==> config.mk <==
export PLATFORM = sky130hd
export DESIGN_NAME = button_event_engine
export DESIGN_NICKNAME = d
export VERILOG_FILES = /design/src/rtl/button_event_engine.sv
export SDC_FILE = /design/constraint.sdc
export NUM_CORES = 1
export LEC_CHECK = 0
export BUFFER_PORTS_ARGS = -buffer_cell sky130_fd_sc_hd__buf_2
export CAP_MARGIN = 0
export CORE_MARGIN = 5
export CORE_UTILIZATION = 55
export CTS_CLUSTER_SIZE = 30
export DETAILED_ROUTE_END_ITERATION = 6
export HOLD_SLACK_MARGIN = 0.12
export PLACE_DENSITY_LB_ADDON = 0.2
export SYNTH_ARGS = -nofsm -noshare
export SYNTH_HDL_FRONTEND = slang
export SYNTH_SLANG_ARGS = --single-unit
==> constraint.sdc <==
create_clock -name clk_1khz_i -period 2.65 [get_ports clk_1khz_i]
set_input_delay 0.265 -clock clk_1khz_i [delete_from_list [all_inputs] [get_ports clk_1khz_i]]
set_output_delay 0.265 -clock clk_1khz_i [all_outputs]
set_load 0.02 [all_outputs]
==> src/rtl/button_event_engine.sv <==
`default_nettype none
// ============================================================================
// Module   : button_event_engine
// Purpose  : Per-channel debounced pushbutton classifier (short/long/double/repeat/held).
// Revision : 1.0
// ============================================================================
module button_event_engine #(
    parameter int N_BTN         = 2,
    parameter int DEBOUNCE_MS   = 5,
    parameter int LONG_MS       = 1000,
    parameter int DBL_WINDOW_MS = 300,
    parameter int REPEAT_MS     = 200
) (
    input  logic             clk_1khz_i,
    input  logic             rst_n_i,
    input  logic [N_BTN-1:0] pushbutton_i,
    output logic [N_BTN-1:0] short_o,
    output logic [N_BTN-1:0] long_o,
    output logic [N_BTN-1:0] double_o,
    output logic [N_BTN-1:0] repeat_o,
    output logic [N_BTN-1:0] held_o
);

    localparam int c_max_a = (LONG_MS > DBL_WINDOW_MS) ? LONG_MS : DBL_WINDOW_MS;
    localparam int c_max_b = (c_max_a > REPEAT_MS) ? c_max_a : REPEAT_MS;
    localparam int c_max_t = (c_max_b > DEBOUNCE_MS) ? c_max_b : DEBOUNCE_MS;
    localparam int c_cw    = $clog2(c_max_t) + 1;

    localparam logic [c_cw-1:0] c_one       = c_cw'(1);
    localparam logic [c_cw-1:0] c_sat       = {c_cw{1'b1}};
    localparam logic [c_cw-1:0] c_deb_last  = c_cw'(DEBOUNCE_MS - 1);
    localparam logic [c_cw-1:0] c_long_last = c_cw'(LONG_MS - 1);
    localparam logic [c_cw-1:0] c_dbl       = c_cw'(DBL_WINDOW_MS);
    localparam logic [c_cw-1:0] c_rep       = c_cw'(REPEAT_MS);

    typedef enum logic [2:0] {
        ST_IDLE      = 3'd0,
        ST_PRESSED   = 3'd1,
        ST_LONG_HELD = 3'd2,
        ST_WAIT_DBL  = 3'd3,
        ST_SECOND    = 3'd4
    } state_t;

    for (genvar gi = 0; gi < N_BTN; gi++) begin : g_ch
        logic            r_sync1, r_sync2, r_deb;
        logic [c_cw-1:0] r_dcnt;
        logic [c_cw-1:0] r_tmr;
        logic [c_cw-1:0] w_tmr_inc;
        state_t          r_state;
        logic            r_short, r_long, r_double, r_repeat, r_held;

        // One timer serves hold, window and repeat timing; each state clears it on entry.
        assign w_tmr_inc = (r_tmr == c_sat) ? r_tmr : r_tmr + c_one;

        always_ff @(posedge clk_1khz_i or negedge rst_n_i) begin
            if (!rst_n_i) begin
                r_sync1 <= 1'b0;
                r_sync2 <= 1'b0;
                r_deb   <= 1'b0;
                r_dcnt  <= '0;
            end else begin
                r_sync1 <= pushbutton_i[gi];
                r_sync2 <= r_sync1;
                if (r_sync2 == r_deb) begin
                    r_dcnt <= '0;
                end else if (r_dcnt >= c_deb_last) begin
                    r_deb  <= r_sync2;
                    r_dcnt <= '0;
                end else begin
                    r_dcnt <= r_dcnt + c_one;
                end
            end
        end

        always_ff @(posedge clk_1khz_i or negedge rst_n_i) begin
            if (!rst_n_i) begin
                r_state  <= ST_IDLE;
                r_tmr    <= '0;
                r_short  <= 1'b0;
                r_long   <= 1'b0;
                r_double <= 1'b0;
                r_repeat <= 1'b0;
                r_held   <= 1'b0;
            end else begin
                r_short  <= 1'b0;
                r_long   <= 1'b0;
                r_double <= 1'b0;
                r_repeat <= 1'b0;
                r_held   <= 1'b0;
                case (r_state)
                    ST_IDLE: begin
                        r_tmr <= '0;
                        if (r_deb) r_state <= ST_PRESSED;
                    end
                    ST_PRESSED: begin
                        // Threshold is tested before release so a coincident fall still reports long.
                        if (w_tmr_inc >= c_long_last) begin
                            r_long  <= 1'b1;
                            r_tmr   <= '0;
                            r_held  <= r_deb;
                            r_state <= r_deb ? ST_LONG_HELD : ST_IDLE;
                        end else if (!r_deb) begin
                            r_tmr <= '0;
                            if (DBL_WINDOW_MS == 0) begin
                                r_short <= 1'b1;
                                r_state <= ST_IDLE;
                            end else begin
                                r_state <= ST_WAIT_DBL;
                            end
                        end else begin
                            r_tmr <= w_tmr_inc;
                        end
                    end
                    ST_LONG_HELD: begin
                        if (!r_deb) begin
                            r_tmr   <= '0;
                            r_state <= ST_IDLE;
                        end else begin
                            r_held <= 1'b1;
                            if ((REPEAT_MS > 0) && (w_tmr_inc >= c_rep)) begin
                                r_repeat <= 1'b1;
                                r_tmr    <= '0;
                            end else begin
                                r_tmr <= w_tmr_inc;
                            end
                        end
                    end
                    ST_WAIT_DBL: begin
                        if (r_deb) begin
                            r_double <= 1'b1;
                            r_tmr    <= '0;
                            r_state  <= ST_SECOND;
                        end else if (w_tmr_inc >= c_dbl) begin
                            r_short <= 1'b1;
                            r_tmr   <= '0;
                            r_state <= ST_IDLE;
                        end else begin
                            r_tmr <= w_tmr_inc;
                        end
                    end
                    ST_SECOND: begin
                        r_tmr <= '0;
                        if (!r_deb) r_state <= ST_IDLE;
                    end
                    default: begin
                        r_tmr   <= '0;
                        r_state <= ST_IDLE;
                    end
                endcase
            end
        end

        assign short_o[gi]  = r_short;
        assign long_o[gi]   = r_long;
        assign double_o[gi] = r_double;
        assign repeat_o[gi] = r_repeat;
        assign held_o[gi]   = r_held;
    end

endmodule
`default_nettype wire

* Word level (Yosys, flattened, before mapping)
Cells that the tools add are included.
** Operators by class
- Add/subtract/negate cells :: 4
- $mul :: 0
- Div/mod/pow operators :: 0
- Order comparisons :: 8
- Equality and inequality tests :: 20
- Shift-type cells :: 0
- Mux-type cells :: 60
- Bitwise logic cells :: 2
- Reduce and logical (&&, ||, !) cells :: 8
** Operators by type and width (number)
- 11-bit two-way mux :: 18
- 11-bit case mux with 3 select lines :: 2
- 11-bit by 1-bit adder with 11-bit output, second input constant :: 4
- 3-bit two-way mux :: 12
- 3-bit case mux with 4 select lines :: 2
- 11-bit equality test, second input constant :: 2
- 11-bit by 10-bit greater-or-equal comparator with 1-bit output, second input constant :: 2
- 11-bit by 3-bit greater-or-equal comparator with 1-bit output, second input constant :: 2
- 11-bit by 8-bit greater-or-equal comparator with 1-bit output, second input constant :: 2
- 11-bit by 9-bit greater-or-equal comparator with 1-bit output, second input constant :: 2
- 1-bit two-way mux :: 22
- 3-bit by 2-bit equality test with 1-bit output, second input constant :: 4
- 3-bit != test, second input constant :: 4
- 2-bit != test, second input constant :: 4
- 4-bit AND reduction :: 2
- 3-bit by 1-bit equality test with 1-bit output, second input constant :: 2
- 3-bit equality test, second input constant :: 2
- 3-bit zero test :: 2
- 2-bit two-way mux :: 2
- 1-bit case mux with 2 select lines :: 2
- 2-bit AND reduction :: 2
- 2-bit OR reduction :: 2
- 1-bit equality test :: 2
- 1-bit inverter :: 2
** Word-level totals
- Register bits :: 66
- Bits in latches :: 0
- Memory bits (writable) :: 0
- Memory bits (read-only) :: 0
- Input port bits :: 4
- Logic and storage cells :: 124
- Memories :: 0

* Longest topological paths before layout
Gate-level depths: netlist (run 1).
- Depth in word-level cells :: 6
- Depth in mapped cells :: 9
- Gate-level depth less buffers :: 8

* Worst setup path before layout (run 1)
OpenSTA, ideal clock, no wires.
- Kind :: register -> register
- Start point :: register g_ch[0].r_tmr[1]
- End point :: register g_ch[0].r_tmr[2]
- Data arrival time :: 2.283 ns
- Setup slack :: 0.226 ns
- Cell stages (with the launch flop) :: 9
- Buffers on the path :: 0
- Clock period less this slack :: 2.424 ns
- Cell sequence :: dfrtp_1 -> ha_1 -> or2b_1 -> a21bo_2 -> o22a_1 -> a2111o_1 -> and2_4 -> a221oi_4 -> a211oi_1
** On the way
- Longest elaborated chain between the ends :: 6
- Elaborated cells on any way between the ends :: 13
- Those cells by class :: add/sub: 1; order compare: 3; eq/ne: 1; mux: 8
** RTL lines
- start: declaration :: RTL line 47 : logic [c_cw-1:0] r_tmr;
- start signal: assignment :: RTL line 111 : r_tmr <= w_tmr_inc;
- start signal: assignment :: RTL line 124 : r_tmr <= w_tmr_inc;
- start signal: assignment :: RTL line 138 : r_tmr <= w_tmr_inc;
- 11-bit by 1-bit adder with 11-bit output / 11-bit equality test (equally long branches) :: RTL line 53 : assign w_tmr_inc = (r_tmr == c_sat) ? r_tmr : r_tmr + c_one;
- 11-bit two-way mux * :: RTL line 53
- 11-bit by 9-bit greater-or-equal comparator with 1-bit output / 11-bit by 8-bit greater-or-equal comparator with 1-bit output (equally long branches) :: RTL line 133, 120
- 11-bit two-way mux, on equally long branches :: RTL line 133, 120
- 11-bit two-way mux, on equally long branches :: RTL line 129, 115
- 11-bit case mux with 3 select lines * :: RTL line 90 : case (r_state)
Mark *: on every way between the ends. The rest lies on a longest branch, timed or not.
A chain may end at the register's enable or synchronous reset.

* Worst setup path in the final report (run 1)
- Start point :: register g_ch[1].r_tmr[0]
- End point :: register g_ch[1].r_tmr[3]
** On the way
- Longest elaborated chain between the ends :: 6
- Elaborated cells on any way between the ends :: 13
- Those cells by class :: add/sub: 1; order compare: 3; eq/ne: 1; mux: 8
** RTL lines (RTL line)
- start: declaration :: 47
- start signal: assignment :: 111
- start signal: assignment :: 124
- start signal: assignment :: 138
- 11-bit by 1-bit adder with 11-bit output / 11-bit equality test (equally long branches) :: 53
- 11-bit two-way mux * :: 53
- 11-bit by 9-bit greater-or-equal comparator with 1-bit output / 11-bit by 8-bit greater-or-equal comparator with 1-bit output (equally long branches) :: 133, 120
- 11-bit two-way mux, on equally long branches :: 133, 120
- 11-bit two-way mux, on equally long branches :: 129, 115
- 11-bit case mux with 3 select lines * :: 90
Marks and branches as above.

==> results.json, run 1 <==
{
  "outcome": "complete, no violations",
  "syn_avg_cell_area_um2": 9.68,
  "grt_max_degree": 44,
  "synth-seq-area-share_pct": 46.9,
  "max-vdd-ir-drop_v": 0.000554,
  "die_w_um": 90.0,
  "final_net_count": 412,
  "slew_headroom_pct": 54.5,
  "die_area_um2": 8110,
  "fp.dieH_um": 90.0,
  "grt_overflow": 0,
  "cp.required_ps": 2890,
  "drtIter0Drc": 124,
  "drtAntennaViolNets": 0,
  "synth.ff_latch_count": 66,
  "clock_skew_ps": 7.05,
  "synthFlopType": "dfrtp_1",
  "fin_cells": 484,
  "clkLatencyLatePin_ps": 340,
  "io_pins": 14,
  "clock_path_buffers": 2,
  "cap_viol_max_count": 0,
  "cp_data_arrival_time_ps": 2740,
  "path_cells": "ha_2 > or4_1 > a21oi_1 > nand2_1 > a2111oi_4 > a211oi_4 > nor3_1",
  "fin_ws_ps": 148,
  "crit_fanout": 9,
  "cts_tree": "yes",
  "grt_pass1_wl_mm": 11.7,
  "io_buffers": 13,
  "finalSetupViolations": 0,
  "clkTransAtPathRegs_ps": 70,
  "wl_per_cell_um": 14.3,
  "yosysUniqueCellTypes": 65,
  "leakage_nw": 1.82,
  "syn2layout_area_growth_pct": 16.0,
  "drive_gt1_share_pct": 18.7,
  "fmax_mhz": 400,
  "utilization_pct": 65.1,
  "end_kind": "flop",
  "dp.cells": 463,
  "h-tree-depth": 3,
  "worst_path_largest_cell_delay_ps": 530,
  "routed_via_density": 5.68,
  "worst_pin_slew_ps": 677,
  "crit_family": "simple AND/OR/NAND/NOR gates",
  "drcViolationCount": 0,
  "core-area_um2": 6280,
  "dp_hpwl_mm": 4.85,
  "antenna_found_initial": 0,
  "first_global_vias": 2585,
  "power_density_nw_per_um2": 625,
  "startpoint_type": "flop",
  "hold_viol": 0,
  "num_antenna_cells": 0,
  "crit_buf_inv": 0,
  "vias": 2751,
  "dp_worst_setup_slack_ps": 47.9,
  "fin_crit_sh_pct": 94.4,
  "cts_buffers": 9,
  "top_regs": "g_ch.r_dcnt x22, g_ch.r_tmr x22, g_ch.r_state x6",
  "initial_utilization_pct": 56.1,
  "min_path_type": "reg2reg",
  "cts.sinks": 66,
  "synth_async_sr_flop_share_pct": 100,
  "gp_congestion": 0.888,
  "syn_area_um2": 3520,
  "wirelength_mm": 6.93,
  "synth_edf_count": 0,
  "layout_min_cycle_time_ps": 2500,
  "grt_use_total_pct": 17.5,
  "n_fill_cell": 509,
  "crit_path_top_delay_cell": "or4_1",
  "root_buffer": "clkbuf_8",
  "yosys_warnings": 0,
  "synthCells": 364,
  "rows": 29,
  "critical_path_class": "reg2reg",
  "drv_slew": 0,
  "first_pass_iters": 5
}
logic make-up (layout without fill, tap and decap cells):
family          Yosys count  in the layout  share of synthesized area (%)
simple gates            151            151                           22.8
compound gates           83             83                           17.6
flops                    66             66                           46.9
buf+inv                  41             67                           6.21
xor+xnor                 10             10                           2.49
fa+ha+maj                 6              6                           2.13
mux                       6              6                           1.78
other cells               1             18                          0.106
area by class of cell:
class / instances / area, um^2 / share of cell area, %
clock buffer: 10 / 138 / 3.37
inverter: 13 / 48.8 / 1.19
tap: 77 / 96.3 / 2.36
timing repair buffer: 38 / 285 / 6.98
clock inverter: 6 / 90.1 / 2.20
sequential: 66 / 1650 / 40.4
multi-input combinational: 274 / 1780 / 43.4
cells in the final DEF (no fill, tap or decap), types with 7 or more instances in the layout:
cell	synthesis	routed
o21ai_0	13	13
nand2_1	26	26
inv_1	13	13
buf_4	15	20
clkbuf_8	0	10
dfrtp_1	66	65
nor2_1	43	42
and3_1	9	9
nor3_1	10	10
a21oi_1	19	18
nand3_1	13	13
nand4_1	7	7
buf_2	7	13
nand2b_1	8	8
conb_1	1	18
nor2b_1	7	7
power by group:
group	internal [mW]	switching, mW
combinational	0.182	0.243
sequential	1.09	0.0855
clock	0.557	0.394
cell usage after synthesis (3+ instances only):
cell type | count | share of area (%)
buf_4 | 15 | 3.2
o31ai_1 | 3 | 0.64
nor4_1 | 3 | 0.53
inv_1 | 13 | 1.4
nor3_1 | 10 | 1.4
and2_1 | 4 | 0.71
nor2b_1 | 7 | 1.2
clkbuf_1 | 6 | 0.64
a31oi_1 | 6 | 1.1
a211oi_1 | 4 | 0.85
nand2b_1 | 8 | 1.4
xor2_1 | 4 | 0.99
nor2_1 | 43 | 4.6
nand3_1 | 13 | 1.8
buf_2 | 7 | 0.99
mux2i_1 | 4 | 1.1
ha_1 | 6 | 2.1
and3_1 | 9 | 1.6
o211ai_1 | 4 | 0.85
xnor2_1 | 6 | 1.5
o21ai_0 | 13 | 1.8
dfrtp_1 | 66 | 47
or3_1 | 3 | 0.53
or2_2 | 3 | 0.53
nand2_1 | 26 | 2.8
o211a_1 | 3 | 0.85
a21oi_1 | 19 | 2.7
nand4_1 | 7 | 1.2
metal layers:
| metal | track usage (%) | share of wire (%) |
|---|---|---|
| met1 | 22.8 | 45 |
| met2 | 27.3 | 48 |
| met3 | 4.92 | 5.9 |
| met4 | 7.69 | 1.7 |
| met5 | 0 | 0 |
stage by stage:
| step | hold WS (ps) | setup TNS, ps | area [um^2] | total power, mW |
|---|---|---|---|---|
| floorplan | -30.6 | 0 | 3590 | 1.49 |
| global placement | 289 | 0 | 3750 | 1.59 |
| detailed placement | 305 | 0 | 3750 | 1.60 |
| CTS | 349 | 0 | 4010 | 2.56 |
| global route | 373 | -99.2 | 4090 | 2.70 |
| finish | 348 | 0 | 4090 | 2.56 |
worst register-to-register path: stages (launching register included):
cell	delay [ps]
dfrtp_1	430
ha_2	260
or4_1	530
a21oi_1	300
nand2_1	170
a2111oi_4	380
a211oi_4	120
nor3_1	220
final timing paths:
kind                       slack [ps]  cells past startpoint              from                  to
setup / recovery                  150                      7  g_ch[1].r_tmr[0]    g_ch[1].r_tmr[3]
hold / removal                    350                      0   g_ch[0].r_sync1     g_ch[0].r_sync2
setup reg to reg                  150                      7  g_ch[1].r_tmr[0]    g_ch[1].r_tmr[3]
hold reg to reg                   350                      0   g_ch[0].r_sync1     g_ch[0].r_sync2
max in group asynchronous        1550                      3           rst_n_i  g_ch[0].r_state[2]
min in group asynchronous         470                      2           rst_n_i    g_ch[1].r_tmr[4]
timing repair:
| item | in CTS | in global routing |
|---|---|---|
| setup endpoints to repair | 0 | 13 |
| hold buffers | 3 | 0 |
| setup buffers | 0 | 2 |
| hold endpoints to repair | 25 | 0 |
| gates resized for setup | 0 | 12 |
Note: power is estimated with default switching activity, not from simulation.
==> run 2, diff against run 1 <==
--- a/config.mk
+++ b/config.mk
@@ -5,14 +5,15 @@
 export SDC_FILE = /design/constraint.sdc
 export NUM_CORES = 1
 export LEC_CHECK = 0
-export BUFFER_PORTS_ARGS = -buffer_cell sky130_fd_sc_hd__buf_2
 export CAP_MARGIN = 0
 export CORE_MARGIN = 5
 export CORE_UTILIZATION = 55
 export CTS_CLUSTER_SIZE = 30
 export DETAILED_ROUTE_END_ITERATION = 6
+export DONT_BUFFER_PORTS = 1
 export HOLD_SLACK_MARGIN = 0.12
 export PLACE_DENSITY_LB_ADDON = 0.2
 export SYNTH_ARGS = -nofsm -noshare
 export SYNTH_HDL_FRONTEND = slang
 export SYNTH_SLANG_ARGS = --single-unit
+export TNS_END_PERCENT = 20
==> run 2 against run 1 <==
- maximum frequency fell by 1.5%
- sequential power rose by 3%
- sequential share of layout area up 1.0 points
- clock-buffer cell count decreased by 1
- cell count decreased by 2.9%
- critical path type unchanged
- sequential cell count is the same
- clock power down 9.6%
- register-to-register slack lost 40 ps
- critical path depth grew 3
- hold slack improved by 9.4 ps
- via count down 2.1%
- largest power group unchanged
==> results.json, run 2 (synthesis gave the netlist of run 1 again) <==
{
  "outcome": "complete, no violations",
  "grt_pass1_wl_mm": 12.1,
  "cts.sinks": 66,
  "die_w_um": 90.0,
  "routed_via_density": 5.73,
  "syn2layout_area_growth_pct": 13.4,
  "drv_slew": 0,
  "layout_commonest_cell": "dfrtp_1",
  "end_kind": "flop",
  "drcViolationCount": 0,
  "clock_path_buffers": 2,
  "cp.required_ps": 2870,
  "vias": 2692,
  "cts_buffers": 9,
  "finalSetupViolations": 0,
  "final_net_count": 398,
  "min_path_type": "reg2reg",
  "wl_per_cell_um": 15.3,
  "layout_min_cycle_time_ps": 2540,
  "cp_data_arrival_time_ps": 2760,
  "leakage_nw": 1.74,
  "slew_headroom_pct": 58.5,
  "power_frac_clock_pct": 35.0,
  "initial_utilization_pct": 56.1,
  "combPwrFrac_pct": 15.1,
  "drive_gt1_share_pct": 16.5,
  "top_regs": "g_ch.r_dcnt x22, g_ch.r_tmr x22, g_ch.r_state x6",
  "cap_viol_max_count": 0,
  "grt_max_degree": 67,
  "h-tree-depth": 3,
  "worst_pin_slew_ps": 617,
  "regArea_um2": 1660,
  "layout_common_cells": "dfrtp_1, nor2_1, nand2_1, a21oi_1, buf_4",
  "p_sw_share_pct": 30.6,
  "dp_hpwl_mm": 4.79,
  "antenna_found_initial": 0,
  "power_density_nw_per_um2": 614,
  "grt_use_total_pct": 17.9,
  "num_antenna_cells": 0,
  "n_fill_cell": 515,
  "final_area_um2": 3990,
  "critical_path_class": "reg2reg",
  "core-area_um2": 6280,
  "clkTransAtPathRegs_ps": 80,
  "first_global_vias": 2633,
  "io_buffers": 0,
  "die_area_um2": 8110,
  "fp.dieH_um": 90.0,
  "grt_overflow": 0,
  "max-vdd-ir-drop_v": 0.000507,
  "crit_fanout": 13,
  "drtIter0Drc": 165,
  "cts_tree": "yes",
  "utilization_pct": 63.6,
  "gp_congestion": 0.853,
  "wirelength_mm": 7.17,
  "clock_skew_ps": 6.37,
  "dpl_cell_area_um2": 3660,
  "root_buffer": "clkbuf_8",
  "fmax_mhz": 394,
  "drtAntennaViolNets": 0,
  "clkLatencyLatePin_ps": 340,
  "io_pins": 14,
  "first_pass_iters": 4,
  "p_int_mw": 1.70,
  "seqPwrFrac_pct": 49.9,
  "rows": 29,
  "startpoint_type": "flop",
  "fin_crit_sh_pct": 95.8,
  "hold_viol": 0,
  "multi_input_area_um2": 1770,
  "p_sw_uw": 750
}
==> run 2: cell types whose count changed in the layout (fill, tap and decap cells not counted), moves of 2 or more <==
| cell | change |
|---|---|
| buf_2 | -13 |
| dfrtp_1 | -3 |
| dfrtp_2 | +3 |
| a211oi_1 | +2 |
| inv_6 | +2 |
==> run 2: power by group through the flow <==
| stage | sequential [mW] | combinational (mW) | clock [mW] |
|---|---|---|---|
| floorplan | 1.17 | 0.321 | 0 |
| global placement | 1.23 | 0.302 | 0 |
| detailed placement | 1.24 | 0.311 | 0 |
| CTS | 1.22 | 0.345 | 0.883 |
| global route | 1.24 | 0.413 | 0.926 |
| finish | 1.22 | 0.371 | 0.859 |
==> run 2: timing repair <==
item / 4_1_cts / 5_1_grt
gates resized for setup: 1 / 14
hold buffers: 4 / 0
setup buffers: 0 / 1
pin swaps: 0 / 2
setup endpoints to repair: 1 / 15
endpoints found under the hold margin: 68 / 0
==> run 2: worst paths after layout <==
path / from / end / slack [ps] / cells past startpoint
worst min-delay path: g_ch[1].r_sync1 / g_ch[1].r_sync2 / 360 / 0
worst min register to register: g_ch[1].r_sync1 / g_ch[1].r_sync2 / 360 / 0
worst max-delay path: g_ch[0].r_tmr[0] / g_ch[0].r_tmr[2] / 110 / 10
min in group asynchronous: rst_n_i / g_ch[1].r_tmr[4] / 440 / 2
max in group asynchronous: rst_n_i / g_ch[1].r_tmr[6] / 1920 / 2
worst max register to register: g_ch[0].r_tmr[0] / g_ch[0].r_tmr[2] / 110 / 10
==> run 2: final cells by class <==
| cell class | instances | share of cell area (%) |
|---|---|---|
| clock buffer | 9 | 3.10 |
| clock inverter | 7 | 1.91 |
| inverter | 13 | 1.22 |
| multi-input combinational | 274 | 44.4 |
| sequential | 66 | 41.5 |
| tap | 77 | 2.41 |
| timing repair buffer | 24 | 5.51 |
==> run 2: routing by layer <==
metal	share of wire [%]	track usage [%]	vias to the layer above
met1	45	23.2	1316
li1	-	-	1320
met5	0	0	-
met2	50	29.6	46
met4	1.3	6.08	0
met3	3.4	4.17	10
==> run 2: critical path: stages, from the launching register on <==
cell and delay (ps):
dfrtp_1 360, ha_1 160, buf_4 190, inv_1 100
o31ai_1 310, mux2i_1 190, a2111o_1 400, and2_4 180
a221oi_4 310, buf_12 160, a211oi_1 50
==> run 2: through the flow <==
stage	setup slack (ps)	std cells	total power, mW	TNS [ps]	hold WS (ps)
after detailed placement	32.3	449	1.55	0	-28.4
final	110	470	2.45	0	357
after global routing	-54.0	470	2.58	-358	364
after CTS	70.9	469	2.45	0	357
after floorplan	226	381	1.49	0	-30.6
after global placement	37.4	449	1.54	0	-28.5
==> run 3, diff against run 2 <==
--- a/config.mk
+++ b/config.mk
@@ -6,6 +6,7 @@
 export NUM_CORES = 1
 export LEC_CHECK = 0
 export CAP_MARGIN = 0
+export CORE_ASPECT_RATIO = 0.5
 export CORE_MARGIN = 5
 export CORE_UTILIZATION = 55
 export CTS_CLUSTER_SIZE = 30
==> run 3 against run 2 <==
- setup slack improved by 17 ps
- non-clock buffer count is 3 higher
- via count up 3.3%
- hold slack got worse by 6.2 ps
- sequential cell count unchanged
- sequential share of layout area fell by 0.76 points
- clock power grew 25%
- cell count rose by 3.0%
- clock skew decreased by 2.8 ps
- critical path depth is 1 lower
==> results.json, run 3 (synthesis gave the netlist of run 1 again) <==
{
  "grt_pass1_wl_mm": 11.9,
  "die_area_um2": 8200,
  "worstHoldEndpoint": "g_ch[1].r_sync2",
  "layout_commonest_cell": "dfrtp_1",
  "end_kind": "flop",
  "initial_utilization_pct": 57.5,
  "worst_path_largest_cell_delay_ps": 440,
  "hold_depth": 0,
  "power_density_nw_per_um2": 650,
  "layout_min_cycle_time_ps": 2520,
  "rsz0062_at_grt": "true",
  "layout_common_cells": "dfrtp_1, nor2_1, nand2_1, buf_4",
  "outcome": "complete, no violations",
  "rr_startpoint": "g_ch[0].r_tmr[0]",
  "clock_skew_ps": 3.54,
  "r2r_cells": 9,
  "hold_viol": 0,
  "clock_path_buffers": 2,
  "wl_per_cell_um": 14.3,
  "power_frac_clock_pct": 40.4,
  "fin_ws_ps": 127,
  "n_fill_cell": 478,
  "drcViolationCount": 0,
  "vias": 2781,
  "fin_hold_ws_ps": 351,
  "slew_headroom_pct": 63.9,
  "routed_via_density": 5.75,
  "drive_gt1_share_pct": 15.4,
  "leakage_nw": 1.77,
  "worst_pin_slew_ps": 536,
  "crit_path_top_delay_cell": "a2111o_1",
  "fin_crit_sh_pct": 95.2,
  "dp_worst_setup_slack_ps": 17.9,
  "crit_fanout": 8,
  "antenna_found_initial": 0,
  "first_pass_iters": 5,
  "grt_overflow": 0,
  "top_regs": "g_ch.r_dcnt x22, g_ch.r_tmr x22, g_ch.r_state x6",
  "io_buffers": 0,
  "syn2layout_area_growth_pct": 15.2,
  "startpoint_type": "flop",
  "p_sw_uw": 734,
  "seqPwrFrac_pct": 46.2,
  "r2r_setup_slack_ps": 130,
  "dp.cells": 463,
  "grt_use_total_pct": 18.9,
  "cts.sinks": 66,
  "p_sw_share_pct": 27.8,
  "min_path_type": "reg2reg",
  "core-area_um2": 6130,
  "h-tree-depth": 3,
  "report.power.total_mw": 2.64,
  "min-delay-start": "g_ch[1].r_sync1",
  "cts_buffers": 9,
  "wirelength_mm": 6.94,
  "max-vdd-ir-drop_v": 0.000422,
  "grt_max_degree": 67,
  "combPwrFrac_pct": 13.4,
  "drtIter0Drc": 219,
  "startpoint": "g_ch[0].r_tmr[0]",
  "drtAntennaViolNets": 0,
  "clkLatencyLatePin_ps": 330,
  "cp.required_ps": 2860,
  "clkTransAtPathRegs_ps": 50,
  "io_pins": 14,
  "drv_slew": 0,
  "num_antenna_cells": 0,
  "cts_tree": "yes",
  "dp_hpwl_mm": 4.75,
  "fin_cells": 484,
  "p_int_mw": 1.90,
  "critical_path_class": "reg2reg",
  "path_cells": "ha_1 > or2b_1 > a21bo_2 > o22a_1 > a2111o_1 > and2_4 > a221oi_4 > buf_4 > a211oi_1",
  "rows": 20,
  "r2r-end": "g_ch[0].r_tmr[6]",
  "fp.dieH_um": 66.6,
  "fmax_mhz": 396,
  "die_w_um": 123,
  "gp_congestion": 0.890,
  "cap_viol_max_count": 0,
  "first_global_vias": 2568,
  "cp_data_arrival_time_ps": 2730,
  "finalSetupViolations": 0,
  "root_buffer": "clkbuf_16",
  "final_net_count": 401
}
[run 3: final cells by class]
type | instances | area [um^2] | area share [%]
clock inverter | 5 | 30.0 | 0.740
multi-input combinational | 274 | 1740 | 43.0
timing repair buffer | 27 | 230 | 5.67
clock buffer | 11 | 243 | 5.98
tap | 88 | 110 | 2.71
inverter | 13 | 48.8 | 1.20
sequential | 66 | 1650 | 40.7
[run 3: power groups by stage]
stage                     Combinational [mW]  Sequential (mW)  Clock (mW)
after CTS                              0.345             1.22        1.10
final                                  0.354             1.22        1.07
after floorplan                        0.321             1.17           0
after detailed placement               0.311             1.23           0
after global routing                   0.397             1.23        1.14
after global placement                 0.301             1.23           0
[run 3: repair_timing]
action | CTS | global route
buffers inserted | 0 | 1
setup endpoints to repair | 0 | 20
gates resized for setup | 0 | 7
hold buffers | 4 | 0
endpoints found under the hold margin | 68 | 0
[run 3: per-layer routing]
metal,GRT usage [%],share of wire [%]
met5,0,0
met1,23.6,44
met4,7.86,1.4
met3,6.11,6.3
met2,30.4,49
[run 3: critical path, delay by kind of cell (launching register included)]
kind,cells,cell delay [ps]
adders and majority gates,1,210
AOI/OAI and AO/OA,5,1170
buffers and inverters,1,210
DFF,1,380
and+or+nand+nor,2,420
[run 3: worst max-delay path by stage]
stage                     slack (ps)  cells after the start                 end
final                            130                      9    g_ch[0].r_tmr[6]
after global routing             -30                      8  g_ch[1].r_state[0]
after CTS                          9                      8  g_ch[1].r_state[0]
after detailed placement          20                      8  g_ch[1].r_state[0]
after global placement            20                      8  g_ch[1].r_state[0]
after floorplan                  230                      8    g_ch[0].r_tmr[2]
[run 3: stage by stage]
stage               TNS (ps)  instance area [um^2]  util, %
floorplan                  0                  3590        -
global placement           0                  3690     60.2
detailed placement         0                  3690     60.2
CTS                        0                  4020     65.6
global route           -29.5                  4060     66.2
finish                     0                  4060     66.2
